**src/rtl/lcd_readback.sv**
```systemverilog
// lcd_readback: read-side master for the 4-bit HD44780-style character LCD bus.
// Reads back the busy flag / address counter (op=0), or one DDRAM character at a
// 5-bit screen location (op=1, which first writes a set-DDRAM-address command).
// The LCD pins are shared with the write-side controller through a top-level mux
// selected by busy; every pin output sits at its idle value whenever busy is low.
//
// Ports:
//   clk       system clock (single domain)
//   reset     synchronous, active-high
//   start     one-cycle request, accepted only while busy==0
//   op        0 = busy-flag/address read, 1 = DDRAM character read
//   location  character location for op==1 (0-15 line 1, 16-31 line 2)
//   sfDIn     SF_D[11:8] as seen at the pad
//   sfDOut    SF_D[11:8] value driven when sfDOe==1
//   sfDOe     1 = FPGA drives SF_D
//   LCD_E     enable strobe
//   LCD_RS    register select
//   LCD_RW    1 = read, 0 = write
//   busy      transaction in progress; pins owned by this block
//   done      one-cycle pulse; readData valid
//   readData  byte read, {upper nibble, lower nibble}
module lcd_readback #(
  parameter int SETUP      = 2,
  parameter int E_PULSE    = 12,
  parameter int NIBBLE_GAP = 50,
  parameter int CMD_WAIT   = 2000
) (
  input  logic       clk,
  input  logic       reset,
  input  logic       start,
  input  logic       op,
  input  logic [4:0] location,
  input  logic [3:0] sfDIn,
  output logic [3:0] sfDOut,
  output logic       sfDOe,
  output logic       LCD_E,
  output logic       LCD_RS,
  output logic       LCD_RW,
  output logic       busy,
  output logic       done,
  output logic [7:0] readData
);

  // Phase lengths of each nibble state, counted from the first setup cycle.
  localparam int HI_LEN    = SETUP + E_PULSE + NIBBLE_GAP;
  localparam int AW_LO_LEN = SETUP + E_PULSE + CMD_WAIT;
  localparam int RD_LO_LEN = SETUP + E_PULSE;
  localparam int LONG_LEN  = (HI_LEN > AW_LO_LEN) ? HI_LEN : AW_LO_LEN;
  localparam int CW        = $clog2(LONG_LEN + 1);

  localparam logic [CW-1:0] E_ON      = CW'(SETUP);
  localparam logic [CW-1:0] E_OFF     = CW'(SETUP + E_PULSE);
  localparam logic [CW-1:0] LAST_E    = CW'(SETUP + E_PULSE - 1);
  localparam logic [CW-1:0] HI_END    = CW'(HI_LEN - 1);
  localparam logic [CW-1:0] AW_LO_END = CW'(AW_LO_LEN - 1);
  localparam logic [CW-1:0] RD_LO_END = CW'(RD_LO_LEN - 1);

  typedef enum logic [2:0] {
    IDLE  = 3'd0,
    AW_HI = 3'd1,
    AW_LO = 3'd2,
    RD_HI = 3'd3,
    RD_LO = 3'd4,
    DONE  = 3'd5
  } state_t;

  state_t        state_r, state_s;
  logic [CW-1:0] cnt_r, cnt_s;
  logic          op_r, op_s;
  logic [4:0]    loc_r, loc_s;
  logic          accept_s;
  logic [7:0]    cmd_s;
  logic          e_win_s;

  logic          lcd_e_r, lcd_e_s;
  logic          lcd_rs_r, lcd_rs_s;
  logic          lcd_rw_r, lcd_rw_s;
  logic          sf_d_oe_r, sf_d_oe_s;
  logic [3:0]    sf_d_out_r, sf_d_out_s;
  logic          busy_r, busy_s;
  logic          done_r, done_s;
  logic [7:0]    read_data_r;

  // Next-state, phase counter and request latching.
  always_comb begin
    accept_s = 1'b0;
    state_s  = state_r;
    cnt_s    = cnt_r + CW'(1);
    if (((state_r == IDLE) || (state_r == DONE)) && start) begin
      accept_s = 1'b1;
    end else begin
      accept_s = 1'b0;
    end
    op_s  = accept_s ? op : op_r;
    loc_s = accept_s ? location : loc_r;
    case (state_r)
      IDLE, DONE: begin
        cnt_s = '0;
        if (accept_s) begin
          state_s = op ? AW_HI : RD_HI;
        end else begin
          state_s = IDLE;
        end
      end
      AW_HI: begin
        if (cnt_r == HI_END) begin
          state_s = AW_LO;
          cnt_s   = '0;
        end else begin
          state_s = AW_HI;
        end
      end
      AW_LO: begin
        if (cnt_r == AW_LO_END) begin
          state_s = RD_HI;
          cnt_s   = '0;
        end else begin
          state_s = AW_LO;
        end
      end
      RD_HI: begin
        if (cnt_r == HI_END) begin
          state_s = RD_LO;
          cnt_s   = '0;
        end else begin
          state_s = RD_HI;
        end
      end
      RD_LO: begin
        // No trailing gap: the cycle after E falls is already DONE.
        if (cnt_r == RD_LO_END) begin
          state_s = DONE;
          cnt_s   = '0;
        end else begin
          state_s = RD_LO;
        end
      end
      default: begin
        state_s = IDLE;
        cnt_s   = '0;
      end
    endcase
  end

  // Pin values for the upcoming cycle, decoded from the next state so that every
  // output comes straight from a flop and E cannot glitch on a state change.
  always_comb begin
    cmd_s      = loc_s[4] ? {4'hC, loc_s[3:0]} : {4'h8, loc_s[3:0]};
    e_win_s    = (cnt_s >= E_ON) && (cnt_s < E_OFF);
    lcd_e_s    = 1'b0;
    lcd_rs_s   = 1'b0;
    lcd_rw_s   = 1'b1;
    sf_d_oe_s  = 1'b0;
    sf_d_out_s = 4'h0;
    busy_s     = 1'b0;
    done_s     = 1'b0;
    case (state_s)
      AW_HI, AW_LO: begin
        busy_s     = 1'b1;
        lcd_rw_s   = 1'b0;
        sf_d_oe_s  = 1'b1;
        sf_d_out_s = (state_s == AW_HI) ? cmd_s[7:4] : cmd_s[3:0];
        lcd_e_s    = e_win_s;
      end
      RD_HI, RD_LO: begin
        // RW high and the driver released together: the bus is never driven
        // while the LCD may be driving it.
        busy_s   = 1'b1;
        lcd_rs_s = op_s;
        lcd_e_s  = e_win_s;
      end
      DONE: begin
        done_s = 1'b1;
      end
      IDLE: begin
        done_s = 1'b0;
      end
      default: begin
        done_s = 1'b0;
      end
    endcase
  end

  // State, counter, latched request and registered pin outputs.
  always_ff @(posedge clk) begin
    if (reset) begin
      state_r    <= IDLE;
      cnt_r      <= '0;
      op_r       <= 1'b0;
      loc_r      <= 5'd0;
      lcd_e_r    <= 1'b0;
      lcd_rs_r   <= 1'b0;
      lcd_rw_r   <= 1'b1;
      sf_d_oe_r  <= 1'b0;
      sf_d_out_r <= 4'h0;
      busy_r     <= 1'b0;
      done_r     <= 1'b0;
    end else begin
      state_r    <= state_s;
      cnt_r      <= cnt_s;
      op_r       <= op_s;
      loc_r      <= loc_s;
      lcd_e_r    <= lcd_e_s;
      lcd_rs_r   <= lcd_rs_s;
      lcd_rw_r   <= lcd_rw_s;
      sf_d_oe_r  <= sf_d_oe_s;
      sf_d_out_r <= sf_d_out_s;
      busy_r     <= busy_s;
      done_r     <= done_s;
    end
  end

  // Read-data capture in the last E-high cycle of each read nibble. A reset that
  // abandons a transaction leaves already-captured nibbles in place; a reset while
  // idle clears the register.
  always_ff @(posedge clk) begin
    if (reset) begin
      if (!busy_r) begin
        read_data_r <= 8'h00;
      end else begin
        read_data_r <= read_data_r;
      end
    end else if ((state_r == RD_HI) && (cnt_r == LAST_E)) begin
      read_data_r[7:4] <= sfDIn;
    end else if ((state_r == RD_LO) && (cnt_r == LAST_E)) begin
      read_data_r[3:0] <= sfDIn;
    end else begin
      read_data_r <= read_data_r;
    end
  end

  assign LCD_E    = lcd_e_r;
  assign LCD_RS   = lcd_rs_r;
  assign LCD_RW   = lcd_rw_r;
  assign sfDOe    = sf_d_oe_r;
  assign sfDOut   = sf_d_out_r;
  assign busy     = busy_r;
  assign done     = done_r;
  assign readData = read_data_r;

endmodule
```
**config.mk**
```make
export PLATFORM = sky130hd
export DESIGN_NAME = lcd_readback
export DESIGN_NICKNAME = d
export VERILOG_FILES = /design/src/rtl/lcd_readback.sv
export SDC_FILE = /design/constraint.sdc
export NUM_CORES = 1
export LEC_CHECK = 0
export BUFFER_PORTS_ARGS = -buffer_cell sky130_fd_sc_hd__buf_2
export CAP_MARGIN = 10
export CORE_MARGIN = 5
export CORE_UTILIZATION = 35
export DETAILED_ROUTE_END_ITERATION = 8
export GPL_ROUTABILITY_DRIVEN = 0
export PLACE_DENSITY = 0.6
export RECOVER_POWER = 25
export SLEW_MARGIN = 20
export SYNTH_ARGS = -nofsm -noshare
export SYNTH_HDL_FRONTEND = slang
export SYNTH_SLANG_ARGS = --single-unit
```
**constraint.sdc**
```tcl
create_clock -name clk -period 2.7 [get_ports clk]
set_input_delay 0.27 -clock clk [delete_from_list [all_inputs] [get_ports clk]]
set_output_delay 0.27 -clock clk [all_outputs]
set_load 0.03 [all_outputs]
```
==> results.ini <==
[run_status]
status=complete, no violations

[routing]
vias_per_cell=4.68
drc=0
first_pass_iters=4
drtIter0Drc=52
num_vias=1287
wl_per_cell_um=12.2
routed_wl_um=3350
postRouteAntennaNets=0

[hold_path]
hp-start=location[2]
hold_class=input port to flop
worst_hold_path.endpoint=loc_r[2]$_SDFF_PP0_
min_path_cells=3

[worst_setup_path]
critPathLaunchType=flop
reg2reg_to=sfDOut[1]$_SDFF_PP0_
crit_path_end_kind=flop
cpPeakStageDelay_ns=0.49
critPathMaxFanout=9
cp.arrival_ns=2.47
crit_slowest_cell=dfxtp_1
r2r_setup_slack_ns=0.46
reg2reg_depth=6
path_delay_family=simple AND/OR/NAND/NOR gates
crit_chain=and4_1 > a41oi_4 > a211oi_4 > and2_4 > or4b_1 > nor2_1
crit_buf_inv=0
crit_required_ns=2.93
crit_type=flop to flop
worstReg2RegStart=cnt_r[3]$_SDFF_PP0_

[layout]
num_antenna_cells=0
drive_gt1_share_pct=17.3
nNetsFinal=222
syn2layout_area_growth_pct=15.9
fill_cells=494

[synthesis]
postSynthCellCount=180
syn_area_um2=1750
yosys.cell_types.count=45
synthFlopType=dfxtp_1
syn_avg_cell_area_um2=9.72
ys_ff_latch=38
synth-edff-count=8
yosysSeqAreaShare_pct=48.1
synth_warnings=0
ys_async_sr_fraction_pct=0
syn_nets=195

[pwr]
power.switching_mw=0.344
irDropWorstVdd_mv=0.324
combinationalPowerShare_pct=16.3
clkPwrFrac_pct=32.7
power_density_nw_per_um2=611
switching_share_pct=27.7
p_int_mw=0.896
p_seq_share_pct=51.0
p_leak_nw=0.779

[sta]
rsz0062_at_grt=no
slew_violations=0
whs_ns=0.232
fin_skew_ns=0.00761
fin_crit_ns=2.24
final.setup.tns_ns=0
tightest_slew_ns=0.970
hold_violations=0
setup_violations=0
fin_crit_sh_pct=82.8
max_slew_margin_pct=35.4
fmax_mhz=447

[clock_tree]
clock_path_buffers=2
hold_buffers=0
cts_resized=0
root_buffer=clkbuf_8
clk_pin_slew_ns=0.08
cts_tree=built
post_cts_buffers=0
cts_buffers=5
clock-sinks=38
h-tree-depth=2
clk_latency_ns=0.29

[grt]
grt_max_degree=25
grt_pass1_vias=1210
grt_overflow=0
grt_usage_pct=11.1
antenna_found_initial=0
grt_pass1_wl_um=5550

[die]
ios=31
die_h_um=80.7
initial_core_util_pct=36.5
rows=25
core_um2=4790
die_area_um2=6510
dieWidth_um=80.7

[placed_design]
portBuffers=30
dp_hpwl_um=2420

[flow_run]
drv_cap=0

per-stage QoR:
stage / total power [mW] / cell area [um^2] / setup WS (ns) / util, % / instances
after floorplan: 0.798 / 1750 / 0.712 / - / 180
after global routing: 1.30 / 2030 / 0.314 / 42.4 / 275
after CTS: 1.26 / 2040 / 0.475 / 42.6 / 275
after detailed placement: 0.853 / 1940 / 0.521 / 40.6 / 267
after global placement: 0.853 / 1940 / 0.560 / 40.6 / 267
final: 1.24 / 2030 / 0.465 / 42.4 / 275
metal layers:
layer	up-vias	track usage (%)	part of all wire (%)
met3	5	3.36	4.3
met5	-	0	0
met2	28	16.1	44
met1	576	15.0	50
li1	678	-	-
met4	0	4.90	1.8
synthesized netlist by cell type, types with 2 or more instances:
cell type  number  area share, %
a21oi_1         2           0.57
and3_1          6            2.1
and3b_1         2            1.0
and4_1          3            1.5
buf_2           5            1.4
clkbuf_1        5            1.1
dfxtp_1        30             34
edfxtp_1        8             14
ha_1            2            1.4
inv_1           4           0.86
mux2i_1         7            4.0
nand2_1         8            1.7
nand3_1         6            1.7
nand4_1         4            1.4
nor2_1         32            6.9
nor2b_1         7            2.5
nor3_1          3           0.86
o211a_1         2            1.1
o21ai_0         4            1.1
o2bb2ai_1       2            1.0
o31ai_1         2           0.86
xnor2_1         6            3.0
xor2_1          8            4.0
area by class of cell:
| type | instances | area (um^2) | area share [%] |
|---|---|---|---|
| Sequential cell | 38 | 841 | 41.5 |
| Multi-Input combinational cell | 126 | 838 | 41.4 |
| Timing Repair Buffer | 32 | 154 | 7.59 |
| Tap cell | 67 | 83.8 | 4.14 |
| Clock buffer | 6 | 82.6 | 4.07 |
| Inverter | 4 | 15.0 | 0.741 |
| Clock inverter | 2 | 12.5 | 0.617 |
power groups by stage:
stage          registers, mW  logic [mW]  clock network [mW]
2_1_floorplan          0.688       0.109                   0
3_3_place_gp           0.645       0.208                   0
3_5_place_dp           0.645       0.207                   0
4_1_cts                0.632       0.208               0.417
5_1_grt                0.636       0.222               0.444
6_report               0.632       0.201               0.406
placed cells by master, fill, tap and decap left out, types with 2 or more instances in the layout:
| master | instances |
|---|---|
| nor2_1 | 32 |
| dfxtp_1 | 30 |
| buf_2 | 21 |
| clkbuf_1 | 9 |
| nand2_1 | 8 |
| xor2_1 | 8 |
| edfxtp_1 | 8 |
| nor2b_1 | 7 |
| mux2i_1 | 7 |
| nand3_1 | 6 |
| xnor2_1 | 6 |
| and3_1 | 6 |
| clkbuf_8 | 6 |
| inv_1 | 4 |
| nand4_1 | 4 |
| o21ai_0 | 4 |
| and4_1 | 3 |
| nor3_1 | 3 |
| and3b_1 | 2 |
| o31ai_1 | 2 |
| o2bb2ai_1 | 2 |
| o211a_1 | 2 |
| a21oi_1 | 2 |
| ha_1 | 2 |
| buf_4 | 2 |
kinds of logic (layout without fill, tap and decap cells):
group	after synthesis	count (layout)	share of synthesized area [%]
compound gates	22	22	11.2
simple gates	80	80	23.6
buf+inv	16	44	4.01
xor+xnor	14	14	7.01
flops	38	38	48.1
mux	8	8	4.65
fa+ha+maj	2	2	1.43
state kept, by name (all words and copies together), names as in the netlist:
register	flops
busy	1
sfDOut	4
loc_r	5
done	1
sfDOe	1
LCD_RS	1
LCD_E	1
LCD_RW	1
op_r	1
state_r	3
readData	8
cnt_r	11
tightest hold or removal path, stage by stage:
cell,delay (ns)
buf_2,0.07
mux2i_1,0.07
nor2_1,0.08
how the worst max path moves through the flow:
| stage | from | to | slack, ns | cells after the start |
|---|---|---|---|---|
| 6_report | cnt_r[3]$_SDFF_PP0_ | sfDOut[1]$_SDFF_PP0_ | 0.46 | 6 |
| 5_1_grt | cnt_r[3]$_SDFF_PP0_ | sfDOut[1]$_SDFF_PP0_ | 0.31 | 6 |
| 4_1_cts | cnt_r[3]$_SDFF_PP0_ | sfDOut[1]$_SDFF_PP0_ | 0.47 | 6 |
| 3_5_place_dp | cnt_r[3]$_SDFF_PP0_ | sfDOut[1]$_SDFF_PP0_ | 0.52 | 6 |
| 3_3_place_gp | cnt_r[3]$_SDFF_PP0_ | sfDOut[1]$_SDFF_PP0_ | 0.56 | 6 |
| 2_1_floorplan | cnt_r[0]$_SDFF_PP0_ | sfDOut[1]$_SDFF_PP0_ | 0.71 | 7 |
No activity file was read; power rests on OpenSTA's default activity.
